<file path="config.mk">
export PLATFORM = sky130hd
export DESIGN_NAME = rr_pick16
export DESIGN_NICKNAME = d
export VERILOG_FILES = /design/src/rtl/dec16_arb_pkg.sv /design/src/rtl/rr_pick16.sv
export SDC_FILE = /design/constraint.sdc
export NUM_CORES = 1
export LEC_CHECK = 0
export CORE_MARGIN = 3
export CORE_UTILIZATION = 42
export DETAILED_ROUTE_END_ITERATION = 6
export PLACE_DENSITY_LB_ADDON = 0.3
export SLEW_MARGIN = 40
export SYNTH_ARGS = -nofsm -noshare
export SYNTH_HDL_FRONTEND = slang
export SYNTH_SLANG_ARGS = --single-unit
export TNS_END_PERCENT = 100
</file>
<file path="constraint.sdc">
create_clock -name vclk -period 7
set_clock_uncertainty 0.2 [all_clocks]
set_input_delay 1.4 -clock vclk [all_inputs]
set_output_delay 1.4 -clock vclk [all_outputs]
set_load 0.05 [all_outputs]
</file>
<file path="src/rtl/dec16_arb_pkg.sv">
// Shared constants, state encoding and 4-to-16 decode for the
// dec16 round-robin arbiter.
package dec16_arb_pkg;

    localparam int N_REQ = 16;
    localparam int IDX_W = 4;
    localparam int CNT_W = 8;

    typedef enum logic {
        IDLE  = 1'b0,
        GRANT = 1'b1
    } arb_state_e;

    function automatic logic [N_REQ-1:0] onehot16(
        input logic [IDX_W-1:0] idx
    );
        logic [N_REQ-1:0] v;
        v      = '0;
        v[idx] = 1'b1;
        return v;
    endfunction

endpackage

</file>
<file path="src/rtl/rr_pick16.sv">
// Rotating-priority pick: first set request bit at or after ptr,
// wrapping modulo 16.
module rr_pick16
    import dec16_arb_pkg::*;
(
    input  logic [N_REQ-1:0] req,
    input  logic [IDX_W-1:0] ptr,
    output logic             any,
    output logic [IDX_W-1:0] pick
);

    logic [N_REQ-1:0] rot;
    logic [IDX_W-1:0] off;

    always_comb begin
        rot = '0;
        for (int i = 0; i < N_REQ; i++) begin
            rot[i] = req[IDX_W'(i) + ptr];
        end
    end

    // Lowest set bit of the rotated vector wins.
    always_comb begin
        off = '0;
        for (int i = N_REQ - 1; i >= 0; i--) begin
            if (rot[i]) begin
                off = IDX_W'(i);
            end
        end
    end

    assign any  = |req;
    assign pick = ptr + off;

endmodule

</file>
==> out/results.tsv <==
metric	value	unit
worst path required time	5400	ps
Logic pwr share	100.0	%
P&R area growth vs syn	31.2	%
die area	0.00400	sq mm
global-route wire length before repair	5710	um
reported net switching power	0.128	mW
Via density	6.24	
crit path time final	6810	ps
Final Instance Area	0.00181	sq mm
switch share	51.0	%
RSZ-0062 raised after global routing	no	
setup violators final	0	
Pwr Density	139	mW/mm^2
top cell type's share of synthesized area	22.9	%
HP Class	in2out	
leakage	0.711	nW
cells after synthesis	121	
first-pass detailed-route iteration total	4	
vias	1204	
initial antenna violation count	0	
Top Ports	25	
Clock Power Share	0	%
Remaining Overflow, GRT	0	
list of most frequent post-synthesis cells	mux2_2 (13), mux4_1 (12), inv_1 (11)	
Post-Place Setup Slack	-103	ps
largest net degree at the start of global routing	23	
# diodes	0	
synthesized cell area	0.00138	sq mm
Avg Cell Area, Syn	11.4	sq um
drt drc	0	
FF+latch count	0	
critical-path cell list	clkdlybuf4s50_1 -> inv_1 -> ha_4 -> mux4_1 -> mux2_2 -> mux2_2 -> nor4b_4 -> nor2b_1 -> o2111a_1 -> ha_1 -> a21oi_2 -> xor2_2 -> xnor2_2 -> buf_12	
crit-path max cell delay	570	ps
Reg power frac	0	%
DP HPWL	2950	um
yosys warns	0	
total track usage	17.5	%
Hold Path Depth	6	
Hold Crit Start	ptr[1]	
Setup CP Type	in2out	
Detail Route Antenna Nets	0	
wire per inst	18.5	um
final worst slack	185	ps
Final nets	182	
Port Buffer Count	25	
clkbuf count	0	
outcome	finished, final reports clean	
Hold-fix buffers, CTS	0	
Critical Path Start Type	input pin	
max-slew violations	0	
critical path fanouts, max	6	
core area	0.00308	sq mm
placed instance area	0.00176	sq mm
Placer Congestion	0.861	
share of cells above drive strength 1	32.2	%
final WL	3570	um
final hold vios	0	
FILL cells	274	
Worst VDD drop	53.4	uV
internal power	0.123	mW
Hold Path End	pick[1]	
Worst setup EP type	output port	
Worst Tran Pin Value	539	ps
Starting Density	44.7	%
Worst Path Buf+Inv	3	
worst rel slew slack	63.9	%
crit-path leading delay family	multiplexers	
Die H	63.2	um
data arrival time of the critical path	5210	ps
Tcrit/Tclk final	97.4	%
Synth Net Count	152	
post-synthesis sequential area ratio	0	%
DRT iter0 DRCs	34	
Crit-path slowest cell	mux4_1	
Rows	20	
Max Freq	147	MHz
Storage cell area	0	sq um
most frequent cell after synthesis	mux2_2	
Area contributors post-synth	mux4_1 (23%), mux4_2 (16%), mux2_2 (11%)	
max cap viols	0	
crit-path most repeated cell	mux2_2	
Die Width	63.2	um
unique cell type count in the Yosys netlist	35	
cell taking the most area after synthesis	mux4_1	
vias in the first global route	1221	
-- cells in the final DEF, fill, tap and decap left out, types with 2 or more instances in the layout --
master | synthesis | final
o211ai_1 | 2 | 2
buf_12 | 0 | 4
clkdlybuf4s50_1 | 0 | 21
buf_4 | 1 | 7
mux4_1 | 12 | 11
mux4_2 | 10 | 11
o21ai_0 | 2 | 2
mux2_2 | 13 | 13
ha_1 | 10 | 9
nor4_1 | 4 | 4
xor2_1 | 3 | 2
xnor2_1 | 8 | 6
nand2_1 | 4 | 4
mux2i_2 | 1 | 2
xnor2_2 | 0 | 2
nand4_1 | 2 | 2
mux2i_1 | 10 | 9
o2111a_1 | 2 | 2
nor2_1 | 2 | 2
a21oi_1 | 6 | 5
inv_1 | 11 | 11
-- layer usage --
metal / track usage (%) / up-vias / part of all wire [%]
met1: 20.4 / 579 / 39
met2: 34.0 / 51 / 53
met3: 1.25 / 11 / 4.6
met4: 4.58 / 0 / 2.8
li1: - / 563 / -
met5: 0 / - / 0
-- metrics by stage --
stage               hold slack, ps  power (mW)  std cells  utilization [%]  setup TNS [ps]
floorplan                     2980       0.156        121                -               0
global placement              3590       0.233        193             57.1               0
detailed placement            3610       0.240        193             57.1            -103
CTS                           3620       0.244        193             57.4               0
global route                  3720       0.266        193             58.7               0
finish                        3660       0.251        193             58.7               0
-- logic make-up (layout without fill, tap and decap cells) --
| kind of cell | after synthesis | count (layout) | synth area share (%) |
|---|---|---|---|
| and+or+nand+nor | 18 | 18 | 8.73 |
| AOI/OAI and AO/OA | 19 | 19 | 10.2 |
| xor gates and xnor gates | 11 | 11 | 7.00 |
| buffers and inverters | 16 | 44 | 5.36 |
| adders and majority gates | 11 | 11 | 10.5 |
| muxes | 46 | 46 | 58.2 |
-- worst max-delay path by stage --
stage | start | endpoint | slack, ps | cells past startpoint
6_report | ptr[0] | pick[3] | 190 | 14
5_1_grt | ptr[0] | pick[3] | 30 | 15
4_1_cts | ptr[1] | pick[3] | 30 | 15
3_5_place_dp | ptr[1] | pick[3] | -100 | 15
3_3_place_gp | ptr[1] | pick[3] | 60 | 15
2_1_floorplan | ptr[1] | pick[2] | 170 | 12
-- power by group through the flow --
stage / Clock [mW] / Combinational (mW) / Sequential, mW
5_1_grt: 0 / 0.266 / 0
3_3_place_gp: 0 / 0.233 / 0
3_5_place_dp: 0 / 0.240 / 0
4_1_cts: 0 / 0.244 / 0
2_1_floorplan: 0 / 0.156 / 0
6_report: 0 / 0.251 / 0
-- tightest hold or removal path, stage by stage --
cell and delay (ps):
clkdlybuf4s50_1 420, inv_1 110, buf_4 160, fa_1 170
inv_1 60, buf_12 140
-- timing repair --
action	in CTS	in global routing
setup endpoints to repair	1	1
setup buffers	0	0
pin swaps	0	1
gates resized for setup	3	7
-- layout make-up --
cell class	instances	area [sq um]	share of cell area, %
Tap cell	44	55.1	3.05
Inverter	11	41.3	2.29
Timing Repair Buffer	33	354	19.6
Multi-Input combinational cell	105	1360	75.1
(Power assumes the default switching activity.)
